`src/rtl/alu_sequencer_pkg.sv`:
```
// Shared encodings for the ALU sequencer: request opcodes,
// ALU control codes and FSM states, plus the opcode-to-ALU map.
package alu_sequencer_pkg;

  typedef enum logic [2:0] {
    OP_ADD = 3'b000,
    OP_SUB = 3'b001,
    OP_SLL = 3'b010,
    OP_SRL = 3'b011,
    OP_AND = 3'b100,
    OP_OR  = 3'b101,
    OP_MUL = 3'b110,
    OP_ILL = 3'b111
  } op_e;

  localparam logic [3:0] ALU_ADD = 4'b0000;
  localparam logic [3:0] ALU_SUB = 4'b0001;
  localparam logic [3:0] ALU_SLL = 4'b0010;
  localparam logic [3:0] ALU_SRL = 4'b0011;
  localparam logic [3:0] ALU_AND = 4'b0100;
  localparam logic [3:0] ALU_OR  = 4'b0101;

  typedef enum logic [1:0] {
    S_IDLE = 2'd0,
    S_EXEC = 2'd1,
    S_MUL  = 2'd2,
    S_DONE = 2'd3
  } state_e;

  function automatic logic [3:0] op_ctrl(op_e op);
    logic [3:0] c;
    c = ALU_ADD;
    case (op)
      OP_SUB:  c = ALU_SUB;
      OP_SLL:  c = ALU_SLL;
      OP_SRL:  c = ALU_SRL;
      OP_AND:  c = ALU_AND;
      OP_OR:   c = ALU_OR;
      default: c = ALU_ADD;
    endcase
    return c;
  endfunction

endpackage

```
`src/rtl/alu_sequencer.sv`:
```
// Sequences single-step ALU ops and a shift-add multiply over an
// external peer ALU (alu_* ports); valid/ready request and response.
module alu_sequencer
  import alu_sequencer_pkg::*;
#(
  parameter int n = 32
) (
  input  logic         clk,
  input  logic         reset_n,
  input  logic         req_valid,
  output logic         req_ready,
  input  logic [2:0]   req_op,
  input  logic [n-1:0] req_a,
  input  logic [n-1:0] req_b,
  output logic         rsp_valid,
  input  logic         rsp_ready,
  output logic [n-1:0] rsp_data,
  output logic         rsp_zero,
  output logic [n-1:0] alu_srca,
  output logic [n-1:0] alu_srcb,
  output logic [3:0]   alu_alucontrol,
  input  logic [n-1:0] alu_aluout
);

  localparam int CW = (n > 1) ? $clog2(n) : 1;

  state_e         state_q, state_d;
  op_e            op_q, op_d;
  logic [n-1:0]   a_q, a_d;
  logic [n-1:0]   b_q, b_d;
  logic [n-1:0]   acc_q, acc_d;
  logic [CW-1:0]  cnt_q, cnt_d;
  logic [n-1:0]   data_q, data_d;
  logic           zero_q, zero_d;
  logic [n-1:0]   res;

  always_ff @(posedge clk or negedge reset_n) begin
    if (!reset_n) begin
      state_q <= S_IDLE;
      op_q    <= OP_ADD;
      a_q     <= '0;
      b_q     <= '0;
      acc_q   <= '0;
      cnt_q   <= '0;
      data_q  <= '0;
      zero_q  <= 1'b0;
    end else begin
      state_q <= state_d;
      op_q    <= op_d;
      a_q     <= a_d;
      b_q     <= b_d;
      acc_q   <= acc_d;
      cnt_q   <= cnt_d;
      data_q  <= data_d;
      zero_q  <= zero_d;
    end
  end

  always_comb begin
    state_d        = state_q;
    op_d           = op_q;
    a_d            = a_q;
    b_d            = b_q;
    acc_d          = acc_q;
    cnt_d          = cnt_q;
    data_d         = data_q;
    zero_d         = zero_q;
    res            = '0;
    req_ready      = 1'b0;
    rsp_valid      = 1'b0;
    alu_srca       = '0;
    alu_srcb       = '0;
    alu_alucontrol = ALU_ADD;
    unique case (state_q)
      S_IDLE: begin
        req_ready = 1'b1;
        if (req_valid) begin
          op_d  = op_e'(req_op);
          a_d   = req_a;
          b_d   = req_b;
          acc_d = '0;
          cnt_d = '0;
          if (op_e'(req_op) == OP_MUL) state_d = S_MUL;
          else state_d = S_EXEC;
        end
      end
      S_EXEC: begin
        // Illegal op leaves the ALU idle and yields a zero result.
        if (op_q != OP_ILL) begin
          alu_srca       = a_q;
          alu_srcb       = b_q;
          alu_alucontrol = op_ctrl(op_q);
          res            = alu_aluout;
        end
        data_d  = res;
        zero_d  = (res == '0);
        state_d = S_DONE;
      end
      S_MUL: begin
        // One partial product per cycle, summed through the peer ALU.
        alu_srca = acc_q;
        alu_srcb = b_q[cnt_q] ? (a_q << cnt_q) : '0;
        acc_d    = alu_aluout;
        cnt_d    = cnt_q + CW'(1);
        if (cnt_q == CW'(n - 1)) begin
          data_d  = alu_aluout;
          zero_d  = (alu_aluout == '0);
          state_d = S_DONE;
        end
      end
      S_DONE: begin
        rsp_valid = 1'b1;
        if (rsp_ready) state_d = S_IDLE;
      end
      default: state_d = S_IDLE;
    endcase
  end

  assign rsp_data = data_q;
  assign rsp_zero = zero_q;

endmodule

```
`config.mk`:
```
export PLATFORM = sky130hd
export DESIGN_NAME = alu_sequencer
export DESIGN_NICKNAME = d
export VERILOG_FILES = /design/src/rtl/alu_sequencer_pkg.sv /design/src/rtl/alu_sequencer.sv
export SDC_FILE = /design/constraint.sdc
export NUM_CORES = 1
export LEC_CHECK = 0
export CORE_MARGIN = 2
export CORE_UTILIZATION = 60
export CTS_BUF_LIST = sky130_fd_sc_hd__clkbuf_8 sky130_fd_sc_hd__clkbuf_16
export CTS_CLUSTER_DIAMETER = 50
export DETAILED_ROUTE_END_ITERATION = 7
export DONT_BUFFER_PORTS = 1
export GPL_TIMING_DRIVEN = 0
export PLACE_DENSITY = 0.76
export SYNTH_ARGS = -nofsm -noshare
export SYNTH_HDL_FRONTEND = slang
export SYNTH_SLANG_ARGS = --single-unit
```
`constraint.sdc`:
```
create_clock -name clk -period 4.3 [get_ports clk]
set_input_delay 0.86 -clock clk [delete_from_list [all_inputs] [get_ports clk]]
set_output_delay 0.86 -clock clk [all_outputs]
set_load 0.05 [all_outputs]
```
==> results_dict.tcl <==
set metrics [dict create \
    status "finished clean" \
    worstHoldPathType "primary input to asynchronous set/reset pin" \
    crit_chain "inv_1 > ha_1 > clkbuf_1 > clkbuf_1 > nand4_1 > o21ai_1" \
    drtAntennaViolNets 0 \
    seq_area_frac_synth_pct 41.72 \
    rsz0062_at_grt "true" \
    wl_met1_um 10370 \
    numPortBuffers 0 \
    synthToLayoutAreaGrowth_pct 11.95 \
    cp_slowest_cell "o21ai_1" \
    hold_viol 0 \
    hold_buffers 0 \
    finalSetupTns_ns 0 \
    h-tree-depth 4 \
    met3_length_um 2419 \
    critPathBufInv 3 \
    crit_family "compound AO/OA/AOI/OAI gates" \
    drive_gt1_share_pct 24.70 \
    grt_pass1_wl_um 39490 \
    crit_fanout 10 \
    register_area_um2 3478 \
    vias_per_cell 7.054 \
    post-route-worst-setup-slack_ns 0.06143 \
    mostFrequentLayoutCells "139 x dfrtp_1, 77 x a22o_1, 76 x mux2_2" \
    max_freq_mhz 235.9 \
    cts_root_buf "clkbuf_16" \
    wl_met2_um 12830 \
    worstSetupEndpointType "output pin" \
    grt_max_degree 140 \
    layout_commonest_cell "dfrtp_1" \
    critPathLaunchType "flop" \
    top_layer_used "met4" \
    die_h_um 121.9 \
    drv_cap 0 \
    drc 0 \
    ys_seq_elements 139 \
    routabilityCongestion 1.019 \
    path_clk_slew_ns 0.07 \
    routedWlPerCell_um 28.39 \
    path_common_cell "clkbuf_1" \
    grt_use_total_pct 35.85 \
    start_util_pct 60.77 \
    fin_crit_sh_pct 98.57 \
    grt_pass1_vias 6719 \
    avgSynthCellArea_um2 11.63 \
    place_ws_ns 0.3716 \
    die_area_um2 14850 \
    ioPinCount 206 \
    n_antenna_cell 0 \
    first_pass_iters 5 \
    core_area_um2 13720 \
    dr_total_vias 6553 \
    ys.flop_type "dfrtp_1" \
    synthCells 717 \
    worstSetupPathType "flop to output pin" \
    cp_slowest_stage_delay_ns 0.98 \
    drtIter0Drc 544 \
    die_w_um 121.9 \
    num_rows 43 \
    worst_pin_slew_ns 1.091 \
    fillCellCount 1021 \
    cts_num_sinks 139 \
    nets 848 \
    overflow 0 \
    fin_skew_ns 0.009287 \
    hpwl_um 19830 \
    multi_input_area_um2 4647 \
    final.min_clock_period_ns 4.239 \
    max_slew_margin_pct 27.29 \
    synth_async_sr_flop_share_pct 100.0 \
    cts_max_path_buffers 2 \
    setup_viol_count_final 0 \
    slew_viol_final 0 \
    clock_insertion_delay_worst_skew_ns 0.43 \
    yosysWarningCount 0 \
    syn_nets 829 \
    wl_um 26380 \
    critPathRequiredTime_ns 3.44 \
    cts_tree "done" \
    worstPathArrival_ns 3.38 \
    cts_resized 2 \
    synth_edf_count 0 \
    antenna_found_initial 0 \
    synth_area_um2 8337 \
    cts_made_buffers 17 \
    ys_types 61 \
    cts_post_setup_buffers_inserted 0 \
]
==> cell usage after synthesis (all sizes together), types with 2 or more instances <==
library cell	n	share of area, %
mux2	76	10
nand2b	6	0.54
o21a	2	0.18
a32oi	3	0.32
and3	2	0.15
o211a	2	0.24
a31oi	4	0.30
nand3	11	0.66
or2	2	0.15
nor2	49	2.2
and2	7	0.53
nand3b	3	0.27
a22oi	36	3.2
ha	9	1.4
a221oi	2	0.21
mux4	38	11
mux2i	30	3.6
nand4	3	0.23
o21ai	27	1.6
o41ai	2	0.21
buf	21	2.0
clkbuf	43	1.9
a21oi	12	0.81
o22a	2	0.21
nor2b	6	0.45
inv	13	0.59
o22ai	5	0.45
o211ai	2	0.35
o32ai	2	0.21
nand2	43	1.9
nor3	3	0.18
o31ai	14	1.8
a22o	77	8.1
nor4	8	0.60
dfrtp	139	42
==> sequential cells by signal, indices dropped and copies added, names as in the netlist <==
signal,count
b_q,32
rsp_zero,1
cnt_q,5
op_q,3
acc_q,32
rsp_data,32
state_q,2
a_q,32
==> worst paths after layout <==
kind / startpoint / endpoint / slack, ns / depth (start not counted)
max: state_q[0] / alu_srcb[7] / 0.06 / 6
min in group clk: acc_q[18] / acc_q[18] / 0.51 / 1
min: reset_n / b_q[16] / 0.12 / 0
min reg2reg: acc_q[18] / acc_q[18] / 0.51 / 1
max reg2reg: state_q[0] / a_q[30] / 1.29 / 6
max in group asynchronous: reset_n / acc_q[6] / 3.96 / 0
==> cells by family (layout without fill, tap and decap cells) <==
logic type	Yosys count	count (layout)	share of synthesized area, %
other cells	1	1	0.04498
fa+ha+maj	10	10	1.471
simple gates	145	145	8.089
buf+inv	77	109	4.562
flops	139	139	41.72
compound gates	201	201	19.48
mux	144	144	24.63
==> worst reg2reg max path, stage by stage (launching register included) <==
cell	delay (ns)
dfrtp_1	0.39
inv_1	0.10
ha_1	0.42
nand2_1	0.44
clkbuf_1	0.51
clkbuf_1	0.61
mux2_2	0.42
==> metal layers <==
layer / vias up / global-route usage, %
met5: - / 0
li1: 2808 / -
met3: 50 / 11.47
met2: 385 / 58.34
met1: 3310 / 45.32
met4: 0 / 12.57
==> per-stage QoR <==
stage               hold slack (ns)  cell area, um^2  cells  util, %
finish                       0.1207             9333    929    68.03
global route                 0.1060             9333    929    68.03
CTS                          0.1118             9228    929    67.26
detailed placement           0.4929             8603    897    62.71
global placement             0.4906             8562    897    62.41
floorplan                    0.4741             8337    717        -
==> final cells by class <==
class | instances | share of cell area (%)
Buffer | 64 | 3.553
Clock buffer | 17 | 4.558
Clock inverter | 15 | 1.890
Inverter | 13 | 0.5229
Multi-Input combinational cell | 501 | 49.79
Sequential cell | 139 | 37.27
Tap cell | 180 | 2.413
Power is left out: the tool's default activity adds up to more than one toggle a clock period on the data nets, which glitch-free logic cannot reach.
